[config.mk]
export PLATFORM = sky130hd
export DESIGN_NAME = mem_write_arbiter
export DESIGN_NICKNAME = d
export VERILOG_FILES = /design/src/rtl/mem_write_arbiter.sv
export SDC_FILE = /design/constraint.sdc
export NUM_CORES = 1
export LEC_CHECK = 0
export CORE_UTILIZATION = 39
export DETAILED_ROUTE_END_ITERATION = 12
export MAX_ROUTING_LAYER = met4
export PLACE_DENSITY = 0.83
export SLEW_MARGIN = 20
export SYNTH_ARGS = -nofsm -noshare
export SYNTH_HDL_FRONTEND = slang
export SYNTH_SLANG_ARGS = --single-unit
[constraint.sdc]
create_clock -name clk -period 3.07 [get_ports clk]
set_input_delay 0.614 -clock clk [delete_from_list [all_inputs] [get_ports clk]]
set_output_delay 0.614 -clock clk [all_outputs]
set_load 0.01 [all_outputs]
[src/rtl/mem_write_arbiter.sv]
// mem_write_arbiter
//   Round-robin arbiter that funnels four write requesters onto one registered
//   memory write bus, plus a bank zero-fill engine that sweeps every address of
//   one bank.
//
// Ports
//   clk, rst                 clock, synchronous active-high reset
//   req_valid/req_ready      per-requester handshake (ready is combinational)
//   req_addr_N/data_N/bank_N requester write payload, N = 0..3
//   clear_start, clear_bank  start a zero-fill of clear_bank (IDLE only)
//   memory_addr/data         registered write address / data
//   select_memory            registered bank select
//   memory_we                registered write strobe, one cycle per write
//   grant_id                 requester whose write is on the bus (0 during clear)
//   busy                     high while a clear is running
//   clear_done               pulses with the final clear write
module mem_write_arbiter #(
  parameter int N_REQ  = 4,
  parameter int ADDR_W = 10,
  parameter int DATA_W = 8
) (
  input  logic              clk,
  input  logic              rst,
  input  logic [N_REQ-1:0]  req_valid,
  output logic [N_REQ-1:0]  req_ready,
  input  logic [ADDR_W-1:0] req_addr_0,
  input  logic [ADDR_W-1:0] req_addr_1,
  input  logic [ADDR_W-1:0] req_addr_2,
  input  logic [ADDR_W-1:0] req_addr_3,
  input  logic [DATA_W-1:0] req_data_0,
  input  logic [DATA_W-1:0] req_data_1,
  input  logic [DATA_W-1:0] req_data_2,
  input  logic [DATA_W-1:0] req_data_3,
  input  logic [1:0]        req_bank_0,
  input  logic [1:0]        req_bank_1,
  input  logic [1:0]        req_bank_2,
  input  logic [1:0]        req_bank_3,
  input  logic              clear_start,
  input  logic [1:0]        clear_bank,
  output logic [ADDR_W-1:0] memory_addr,
  output logic [DATA_W-1:0] memory_data,
  output logic [1:0]        select_memory,
  output logic              memory_we,
  output logic [1:0]        grant_id,
  output logic              busy,
  output logic              clear_done
);

  localparam int GID_W = 2;
  localparam logic [0:0] S_IDLE  = 1'b0;
  localparam logic [0:0] S_CLEAR = 1'b1;
  localparam logic [ADDR_W-1:0] LAST_ADDR = '1;

  // Requester payloads gathered into packed arrays so the grant index can select them.
  logic [N_REQ-1:0][ADDR_W-1:0] addr_v;
  logic [N_REQ-1:0][DATA_W-1:0] data_v;
  logic [N_REQ-1:0][1:0]        bank_v;

  assign addr_v = {req_addr_3, req_addr_2, req_addr_1, req_addr_0};
  assign data_v = {req_data_3, req_data_2, req_data_1, req_data_0};
  assign bank_v = {req_bank_3, req_bank_2, req_bank_1, req_bank_0};

  logic [0:0]        state_q, state_d;
  logic [GID_W-1:0]  last_grant_q, last_grant_d;
  logic [ADDR_W-1:0] memory_addr_q, memory_addr_d;
  logic [DATA_W-1:0] memory_data_q, memory_data_d;
  logic [1:0]        select_memory_q, select_memory_d;
  logic              memory_we_q, memory_we_d;
  logic [GID_W-1:0]  grant_id_q, grant_id_d;
  logic              clear_done_q, clear_done_d;

  // Round-robin search starting just after the last granted requester.
  logic             gnt_found;
  logic [GID_W-1:0] gnt_idx;
  logic [GID_W-1:0] cand;

  always_comb begin
    gnt_found = 1'b0;
    gnt_idx   = '0;
    cand      = '0;
    for (int k = 1; k <= N_REQ; k++) begin
      cand = last_grant_q + k[GID_W-1:0];
      if (!gnt_found && req_valid[cand]) begin
        gnt_found = 1'b1;
        gnt_idx   = cand;
      end
    end
  end

  // A pending clear_start blocks arbitration so its cycle carries no transfer.
  logic arb_en;
  logic transfer;
  assign arb_en   = (state_q == S_IDLE) && !clear_start && !rst;
  assign transfer = arb_en && gnt_found;

  always_comb begin
    req_ready = '0;
    if (transfer) req_ready[gnt_idx] = 1'b1;
  end

  logic [ADDR_W-1:0] addr_inc;
  assign addr_inc = memory_addr_q + 1'b1;

  always_comb begin
    state_d         = state_q;
    last_grant_d    = last_grant_q;
    memory_addr_d   = memory_addr_q;
    memory_data_d   = memory_data_q;
    select_memory_d = select_memory_q;
    grant_id_d      = grant_id_q;
    memory_we_d     = 1'b0;
    clear_done_d    = 1'b0;
    case (state_q)
      S_IDLE: begin
        if (clear_start) begin
          // First clear write (address 0) goes out with the state change;
          // select_memory holds the latched bank for the whole sweep.
          state_d         = S_CLEAR;
          memory_addr_d   = '0;
          memory_data_d   = '0;
          select_memory_d = clear_bank;
          grant_id_d      = '0;
          memory_we_d     = 1'b1;
        end else if (transfer) begin
          memory_addr_d   = addr_v[gnt_idx];
          memory_data_d   = data_v[gnt_idx];
          select_memory_d = bank_v[gnt_idx];
          grant_id_d      = gnt_idx;
          last_grant_d    = gnt_idx;
          memory_we_d     = 1'b1;
        end
      end
      S_CLEAR: begin
        // The bus address doubles as the sweep counter; the last address ends
        // the clear, so the counter never wraps.
        if (memory_addr_q == LAST_ADDR) begin
          state_d = S_IDLE;
        end else begin
          memory_addr_d = addr_inc;
          memory_we_d   = 1'b1;
          clear_done_d  = (addr_inc == LAST_ADDR);
        end
      end
      default: state_d = S_IDLE;
    endcase
  end

  always_ff @(posedge clk) begin
    if (rst) begin
      state_q         <= S_IDLE;
      last_grant_q    <= GID_W'(N_REQ - 1);
      memory_addr_q   <= '0;
      memory_data_q   <= '0;
      select_memory_q <= '0;
      memory_we_q     <= 1'b0;
      grant_id_q      <= '0;
      clear_done_q    <= 1'b0;
    end else begin
      state_q         <= state_d;
      last_grant_q    <= last_grant_d;
      memory_addr_q   <= memory_addr_d;
      memory_data_q   <= memory_data_d;
      select_memory_q <= select_memory_d;
      memory_we_q     <= memory_we_d;
      grant_id_q      <= grant_id_d;
      clear_done_q    <= clear_done_d;
    end
  end

  assign memory_addr   = memory_addr_q;
  assign memory_data   = memory_data_q;
  assign select_memory = select_memory_q;
  assign memory_we     = memory_we_q;
  assign grant_id      = grant_id_q;
  assign clear_done    = clear_done_q;
  assign busy          = (state_q == S_CLEAR);

endmodule

==> results by group, run 1 <==
Layout
  • Final design utilization: 0.6775
  • Footprint of the multi-input gates: about 1400 um^2
  • Number of antenna diodes: 0
  • Count of filler cells inserted in the layout: ~460
  • Post-route standard cell area excluding fillers: 3482 um^2
  • Number of nets in the finished design: about 500
  • Register area: ~540 um^2
  • Area Overhead vs Synth: 66.75%
  • Share of cells above drive strength 1: 0.1012

Yosys
  • Register bit count reported by yosys: 27
  • XOR/XNOR Fraction of Synth Area: 0.02936
  • Post-synthesis cell type count: just under 50
  • Dominant cell type by area after synthesis: sky130_fd_sc_hd__dfxtp_1
  • Portion of the post-synthesis area used by sequential elements: 0.2588
  • Largest family of logic cells by synthesized area: simple AND/OR/NAND/NOR gates
  • Top post-synthesis cells by area: sky130_fd_sc_hd__dfxtp_1 26%, sky130_fd_sc_hd__nand2_1 12%, sky130_fd_sc_hd__mux2i_1 7.7%, sky130_fd_sc_hd__nand3_1 6.0%, sky130_fd_sc_hd__and3_1 3.9%
  • Netlist area before placement: 2088 um^2
  • Synth Flop Type: sky130_fd_sc_hd__dfxtp_1
  • List of most frequent post-synthesis cells: 65 x sky130_fd_sc_hd__nand2_1, 27 x sky130_fd_sc_hd__dfxtp_1, 25 x sky130_fd_sc_hd__nand3_1
  • Net Count, Synth: roughly 370
  • Post-Synth Simple-Gate Area: 0.3206
  • Cells after synthesis: 282
  • Post-synthesis compound-gate area fraction: 0.2127
  • Synth Warn #: 0
  • Mux cell area share after synthesis: 0.1037
  • Mean post-synth cell area: around 7.4 um^2
  • Fraction of synthesized cell area taken by the top area cell type: 0.2588
  • Number of enable-type register cells in the synthesized netlist: 0
  • Most common cell in the netlist: sky130_fd_sc_hd__nand2_1
  • Proportion of register bits with asynchronous set or reset after synthesis: 0
  • Fraction of the mapped netlist area in adder cells: 0.01198

Drt
  • Number of design rule violations left after detail routing: 0
  • Wire length reported by the detailed router: a little over 7000 um
  • Wire length per cell: ~15 um
  • Detailed Route Iter0 Violations: ~230
  • Total number of vias: between 2000 and 3000
  • DR pass1 iterations: 4
  • Per-cell via count in the routed design: around 5.5
  • Post-detailed-route count of antenna-violating nets: 0

Floorplanning
  • I/O pin count: roughly 120
  • Die Y-Extent: about 75 um
  • Starting density of the core: 0.4063
  • Die width: between 70 and 80 um
  • Core area: around 5000 um^2
  • Die Area: between 5000 and 6000 um^2
  • Row cnt: 26

Clock network
  • Worst-path clk slew: around 90 ps
  • Clock root buffer: sky130_fd_sc_hd__clkbuf_8
  • Clock sinks: 27
  • Cts bufs inserted: 3
  • Max Buffers Root-to-Sink: 2
  • Clock tree from TritonCTS: built
  • H-tree depth: 1
  • Clock latency at the later pin of the worst-skew pair: around 270 ps

Global routing
  • Overall global routing resource usage: 0.2708
  • Vias in the first global route: roughly 2400
  • Remaining global-route overflow: 0
  • Global-route wire length before repair: ~11000 um
  • Maximum number of pins on one net before global-route repair: 39
  • Antenna violations before repair: 0

Outcome
  • Result of the run: finished, final reports clean

Place
  • Port buffer count: ~120
  • Half-perimeter wire length after placement: between 5000 and 6000 um
  • Routability Congestion: slightly above 0.9
  • Placed standard-cell area: ~3400 um^2

Timing
  • Clock period minus worst slack: around 2900 ps
  • Worst Clk Skew: just under 5 ps
  • Pin slew with the least headroom to its limit: between 500 and 600 ps
  • Highest clock rate: around 350 MHz
  • Setup_tns: 0 ps
  • Relative slew slack: 0.6660
  • Final setup violation count: 0
  • Final-report max-slew violation count: 0
  • Number of hold-slack violations in the final timing report: 0
  • RSZ-0062 raised after global routing: false
  • Share of the clock period used by the worst path after layout: 0.9375

Hold path
  • Worst hold path class: reg -> reg

Setup path
  • Sort of element at the end of the critical path: primary output
  • Crit Path Max Fanout: 4
  • Critical Setup Path Class: in -> out
  • Data arrival, critical path: around 2300 ps
  • Type of element launching the critical path: input port
  • Data required time at the worst endpoint: 2460 ps

Power
  • Static Leakage: around 1.4 nW
  • Cell Pwr Density: about 330 nW/um^2
  • Worst VDD drop: 0.3233 mV

Flow run
  • Max-cap viol count: 0
## logic make-up (layout without fill, tap and decap cells)
family,count (synthesis),count (layout)
adders and majority gates,2,2
buffers and inverters,27,150
muxes,21,21
DFF,27,27
AOI/OAI and AO/OA,57,57
xor gates and xnor gates,7,7
and+or+nand+nor,141,141
## where the power goes
part           switching (mW)  internal (mW)  total (mW)  leakage (nW)
logic                   0.230          0.294       0.524          1.17
clock network           0.114         0.0931       0.207        0.0228
registers              0.0441          0.384       0.429         0.222
## worst max-delay path, cell delays in order
cell,delay (ps)
sky130_fd_sc_hd__clkdlybuf4s50_1,420
sky130_fd_sc_hd__or2_2,340
sky130_fd_sc_hd__nor2_4,140
sky130_fd_sc_hd__nand2_1,110
sky130_fd_sc_hd__nor2_1,100
sky130_fd_sc_hd__clkdlybuf4s50_1,540
## cells in the final DEF (no fill, tap or decap), drive strengths merged, types with 9 or more instances in the layout
cell type,n
a21oi,9
and3,13
buf,25
clkdlybuf4s50,110
dfxtp,27
mux2i,16
nand2,65
nand3,25
nor2,13
## flip-flops by register name (all words and copies together) (netlist names)
register / count
memory_we: 1
select_memory: 2
last_grant_q: 2
busy: 1
clear_done: 1
memory_data: 8
grant_id: 2
memory_addr: 10
## final timing paths
path / start / endpoint / slack, ps / cells after the start
max: clear_start / req_ready[3] / 190 / 6
min: grant_id[0] / grant_id[0] / 460 / 2
max reg2reg: last_grant_q[0] / memory_addr[8] / 1000 / 7
min reg2reg: grant_id[0] / grant_id[0] / 460 / 2
## timing repair
item / CTS / global route
hold buffers: 0 / 0
buffers inserted: 1 / 0
endpoints found under the hold margin: 0 / 0
pin swaps: 1 / 0
endpoints found under the setup margin: 4 / 2
gates resized for setup: 8 / 6
cloned: 0 / 0
## layout make-up
cell class,instances,area share
multi-input cells,228,0.4114
repair buffers,142,0.3909
flip-flops and latches,27,0.1552
well taps,70,0.02515
clock buffers,4,0.01294
inverters,4,0.004312
## layer usage
metal | up-vias | share of wire | track usage
li1 | 1280 | - | -
met1 | 1202 | 0.39 | 0.3131
met2 | 135 | 0.51 | 0.4665
met3 | 17 | 0.077 | 0.05489
met4 | 0 | 0.023 | 0.09259
met5 | - | 0 | -
## metrics by stage
step                std cells  hold WS, ps  total power, mW  worst slack [ps]
finish                    475        458.0            1.160             191.8
global route              475        479.6            1.230             96.71
CTS                       475        461.4            1.162             10.98
detailed placement        470        442.1           0.9565            -75.97
global placement          470        431.6           0.9432            -30.05
floorplan                 282        466.6           0.6955             640.4
No activity file was read; power rests on OpenSTA's default activity.
==> run 2, diff against run 1 <==
CTS_CLUSTER_DIAMETER = 150   (was unset)
==> results of run 2 <==
Final layout, timing and power as in run 1 (identical DEF).
==> run 3, diff against run 2 <==
ABC_CLOCK_PERIOD_IN_PS = 3070   (was unset)
REMOVE_ABC_BUFFERS = 1   (was unset)
==> run 3 against run 2 <==
Net effect: largest cell class unchanged; critical path type unchanged; first-iteration DRC count decreased by 18%; sequential power about the same; non-clock buffer count is 3 lower.
==> results by group, run 3 (synthesis results as in run 1) <==
Timing
  • Number of hold-slack violations in the final timing report: 0
  • Final setup violation count: 0
  • Highest clock rate: between 300 and 400 MHz
  • Final-report max-slew violation count: 0
  • Final-layout worst hold slack: ~450 ps
  • Pin slew with the least headroom to its limit: around 530 ps
  • Clock period minus worst slack: 2884 ps
  • Relative slew slack: 0.6467
  • Slack of the critical path: roughly 190 ps
  • Worst Clk Skew: between 8 and 9 ps
  • RSZ-0062 raised after global routing: false
  • Share of the clock period used by the worst path after layout: 0.9395
  • Setup_tns: 0 ps

Power
  • Switching portion of total power: 0.3397
  • Flop pwr share: 0.365
  • Net Switching: ~0.40 mW
  • Cell internal power dissipation: roughly 0.77 mW
  • Worst VDD drop: approximately 0.24 mV
  • Static Leakage: between 1 and 1.5 nW
  • Cell Pwr Density: 338.5 nW/um^2
  • Portion of total power attributed to combinational logic: 0.447
  • Total chip power: approximately 1.2 mW
  • Clk network pwr share: 0.188

Setup path
  • Crit Path Max Fanout: 5
  • Type of element launching the critical path: input port
  • Critical Setup Path Class: in -> out
  • Sort of element at the end of the critical path: primary output
  • Data required time at the worst endpoint: around 2500 ps
  • Data arrival, critical path: between 2000 and 2500 ps
  • R2R cell count: 6

Floorplanning
  • Core area: about 5100 um^2
  • Row cnt: 26
  • Die width: 75.18 um
  • Starting density of the core: 0.4063
  • Die Y-Extent: around 75 um
  • I/O pin count: ~120
  • Die Area: roughly 5700 um^2

Place
  • Placed standard-cell area: around 3400 um^2
  • Half-perimeter wire length after placement: between 5000 and 6000 um
  • Post-placement worst setup slack: -51.62 ps
  • Port buffer count: about 120
  • Routability Congestion: around 0.87
  • Cells after DPL: around 470

Layout
  • Commonest cells after routing, fill and taps aside: 113 x sky130_fd_sc_hd__clkdlybuf4s50_1, 65 x sky130_fd_sc_hd__nand2_1, 27 x sky130_fd_sc_hd__dfxtp_1
  • Footprint of the multi-input gates: approximately 1400 um^2
  • Post-route standard cell area excluding fillers: 3443 um^2
  • Number of antenna diodes: 0
  • Final design utilization: 0.6699
  • Register area: 540.5 um^2
  • Most common cell after layout, fill and taps aside: sky130_fd_sc_hd__clkdlybuf4s50_1
  • Filler-free cell count of the finished design: roughly 470
  • Share of cells above drive strength 1: 0.09204
  • Count of filler cells inserted in the layout: slightly below 500
  • Flip-flop count of the largest register after layout: 10
  • Number of nets in the finished design: slightly below 500
  • Area Overhead vs Synth: 64.89%

Drt
  • Total number of vias: 2630
  • Wire length per cell: approximately 15 um
  • Number of design rule violations left after detail routing: 0
  • Detailed Route Iter0 Violations: 190
  • Wire length reported by the detailed router: 7130 um
  • DR pass1 iterations: 5
  • Post-detailed-route count of antenna-violating nets: 0
  • Per-cell via count in the routed design: 5.572

Clock network
  • Clock root buffer: sky130_fd_sc_hd__clkbuf_8
  • Clock latency at the later pin of the worst-skew pair: 290 ps
  • Max Buffers Root-to-Sink: 2
  • Worst-path clk slew: about 100 ps
  • Clock sinks: 27
  • H-tree depth: 1
  • Clock tree from TritonCTS: built
  • Setup Buffers After CTS: 0
  • Cts bufs inserted: 3
  • Count of hold-fix buffers inserted at cts: 0

Global routing
  • Antenna violations before repair: 0
  • Overall global routing resource usage: 0.2741
  • Remaining global-route overflow: 0
  • Maximum number of pins on one net before global-route repair: 39
  • Vias in the first global route: roughly 2500
  • Global-route wire length before repair: between 10000 and 15000 um

Hold path
  • Worst hold path class: reg -> reg
  • Hold path cells: 2

Flow run
  • Max-cap viol count: 0

Outcome
  • Result of the run: finished, final reports clean
## run 3: cell count changes in the layout (fill, tap and decap cells not counted), sizes merged
cell	delta
dlymetal6s2s	-3
clkdlybuf4s50	+3
buf	-3
clkbuf	-1
clkinvlp	+1
## run 3: area by class of cell
cell class,instances,area share
clock buffer,3,0.01199
clock inverter,1,0.002180
inverter,4,0.004360
multi-input combinational,228,0.4124
sequential,27,0.1570
tap,70,0.02544
timing repair buffer,139,0.3866
## run 3: final timing paths
| kind | start | endpoint | slack (ps) |
|---|---|---|---|
| hold reg to reg | grant_id[1] | grant_id[1] | 450 |
| hold / removal | grant_id[1] | grant_id[1] | 450 |
| setup reg to reg | memory_addr[1] | clear_done | 1000 |
| setup / recovery | req_valid[2] | req_ready[0] | 190 |
## run 3: power by group through the flow
stage	Sequential, mW	Combinational, mW	Clock [mW]
after global placement	0.430	0.511	0
after CTS	0.424	0.525	0.220
after floorplan	0.440	0.226	0
after detailed placement	0.432	0.523	0
final	0.426	0.521	0.219
after global routing	0.431	0.571	0.232
## run 3: critical path, cell delays in order
cell and delay (ps):
sky130_fd_sc_hd__clkdlybuf4s50_1 470, sky130_fd_sc_hd__or4_4 550, sky130_fd_sc_hd__nand2_1 120, sky130_fd_sc_hd__nor2_2 80, sky130_fd_sc_hd__nand2_1 110, sky130_fd_sc_hd__nor2_1 50, sky130_fd_sc_hd__dlygate4sd2_1 280
## run 3: routing by layer
| layer | GRT usage | share of wire | wire length (um) | vias to the layer above |
|---|---|---|---|---|
| met5 | - | 0 | 0 | - |
| li1 | - | - | - | 1273 |
| met1 | 0.3024 | 0.39 | 2768 | 1210 |
| met2 | 0.5065 | 0.51 | 3657 | 127 |
| met4 | 0.06173 | 0.017 | 121 | 0 |
| met3 | 0.05489 | 0.082 | 583 | 20 |
## run 3: timing repair
action,4_1_cts,5_1_grt
hold endpoints to repair,0,0
setup endpoints to repair,4,0
gates resized for setup,6,0
==> RTL edit: new RTL, flow settings as in run 1 <==
Take the reset off `memory_addr_q` and `memory_data_q` and load them in a clocked block of their own.
--- a/src/rtl/mem_write_arbiter.sv
+++ b/src/rtl/mem_write_arbiter.sv
@@ -149,8 +149,6 @@
     if (rst) begin
       state_q         <= S_IDLE;
       last_grant_q    <= GID_W'(N_REQ - 1);
-      memory_addr_q   <= '0;
-      memory_data_q   <= '0;
       select_memory_q <= '0;
       memory_we_q     <= 1'b0;
       grant_id_q      <= '0;
@@ -158,13 +156,16 @@
     end else begin
       state_q         <= state_d;
       last_grant_q    <= last_grant_d;
-      memory_addr_q   <= memory_addr_d;
-      memory_data_q   <= memory_data_d;
       select_memory_q <= select_memory_d;
       memory_we_q     <= memory_we_d;
       grant_id_q      <= grant_id_d;
       clear_done_q    <= clear_done_d;
     end
+  end
+
+  always_ff @(posedge clk) begin
+    memory_addr_q <= memory_addr_d;
+    memory_data_q <= memory_data_d;
   end
 
   assign memory_addr   = memory_addr_q;
Function: differs if rst is asserted again (counterexample within 4 cycles, from zero or initial values and one cycle with rst high); with rst held inactive, the same outputs for 10 cycles.
==> RTL edit against run 1 <==
Power rose by 6.2%. Sequential cell count stayed put. Worst setup slack worse by 0.11 ns. Synthesized cell count decreased by 28%. Critical path depth grew 1. Combinational power increased by 2%. Clock skew fell by 0.0030 ns. Synthesized area is 1.7% lower. Wire length down 15%. Critical path type unchanged. Cell area decreased by 1.9%.
==> RTL edit: results (changes against run 1) <==
status = completed
R2R depth = 9 (+2)
dpl hpwl = 4.89 mm (-14%)
Place WS = -0.276 ns (-0.200 ns)
Sw Share = 30.9% (-2.6 points)
Synth area leaders = edfxtp_1, mux2i_1, dfxtp_1, a211oi_2, o221ai_1
Hold WS = 0.466 ns (+0.00849 ns)
met1 usage = 26.3% (-5.0 points)
synth cell count leaders = mux2i_1, edfxtp_1, nand2_1
layout cells sized above 1 = 12.1% (+2.0 points)
Main synth FF type = edfxtp_1
GR Util met3 = 2.03% (-3.5 points)
CP max FO = 5 (+1)
Seq pwr share = 40.1% (+3.2 points)
cells after synthesis = 203 (-28%)
post-route design area = 3420 um2 (-1.9%)
Vias/cell = 5.26 (-5.2%)
first-pass GRT wire length = 9.39 mm (-16%)
Worst Setup SP = req_valid[3]
GPL Wtd Cong = 0.880 (-5.3%)
fin crit share = 97.3% (+3.5 points)
M1 WL = 2.53 mm (-10%)
vias in the first global route = 2022 (-17%)
met2 usage = 41.8% (-4.8 points)
Worst R2R Start = last_grant_q[1]$_SDFFE_PP1P_
flop2flop setup slack = 0.66 ns (-0.34 ns)
min-delay src = grant_id[1]$_SDFFE_PP0P_
vias = 2109 (-20%)
WL per Instance = 15.2 um (+0.51%)
largest net degree at the start of global routing = 23 (-41%)
DP Cell Count = 397 (-16%)
number of synthesized flops with an enable pin = 18 (+18)
fin nets = 423 (-15%)
Layout Skew = 0.00180 ns (-0.00300 ns)
Max-slew headroom = 30.9% (-36 points)
Starting DRT DRC Count = 77 (-67%)
Crit path arrival time = 2.37 ns (+0.11 ns)
Leak = 1.32 nW (-7.0%)
maximum VDD drop = 0.199 mV (-38%)
dpl cell area = 3370 um2 (-1.2%)
register area share after synthesis = 35.1% (+9.2 points)
## RTL edit: cell count changes in the layout (fill, tap and decap cells not counted), sizes merged, moves of 5 or more
cell	before	now
and3	13	1
o221ai	1	7
nand2	65	16
nor2b	2	8
nand2b	2	7
edfxtp	0	18
buf	25	19
a32o	8	0
a211oi	0	17
dfxtp	27	9
mux2i	16	32
nand3	25	8
## RTL edit: cell type report
cell class	count	share of cell area (%)
repair buffers	136	38.3
clock buffers	4	1.32
multi-input cells	161	36.4
flip-flops and latches	27	21.1
inverters	3	0.330
well taps	70	2.56
## RTL edit: what timing repair did
action                     CTS  global route
setup endpoints to repair    4             3
buffers inserted             0             0
resized for setup            4             5
pin swaps                    0             0
## RTL edit: cells by family after synthesis
logic type	Yosys count	synth area share (%)
simple gates	72	18.6
mux	34	17.2
buf+inv	15	5.24
flops	27	35.1
compound gates	46	19.6
xor+xnor	7	2.99
fa+ha+maj	2	1.22
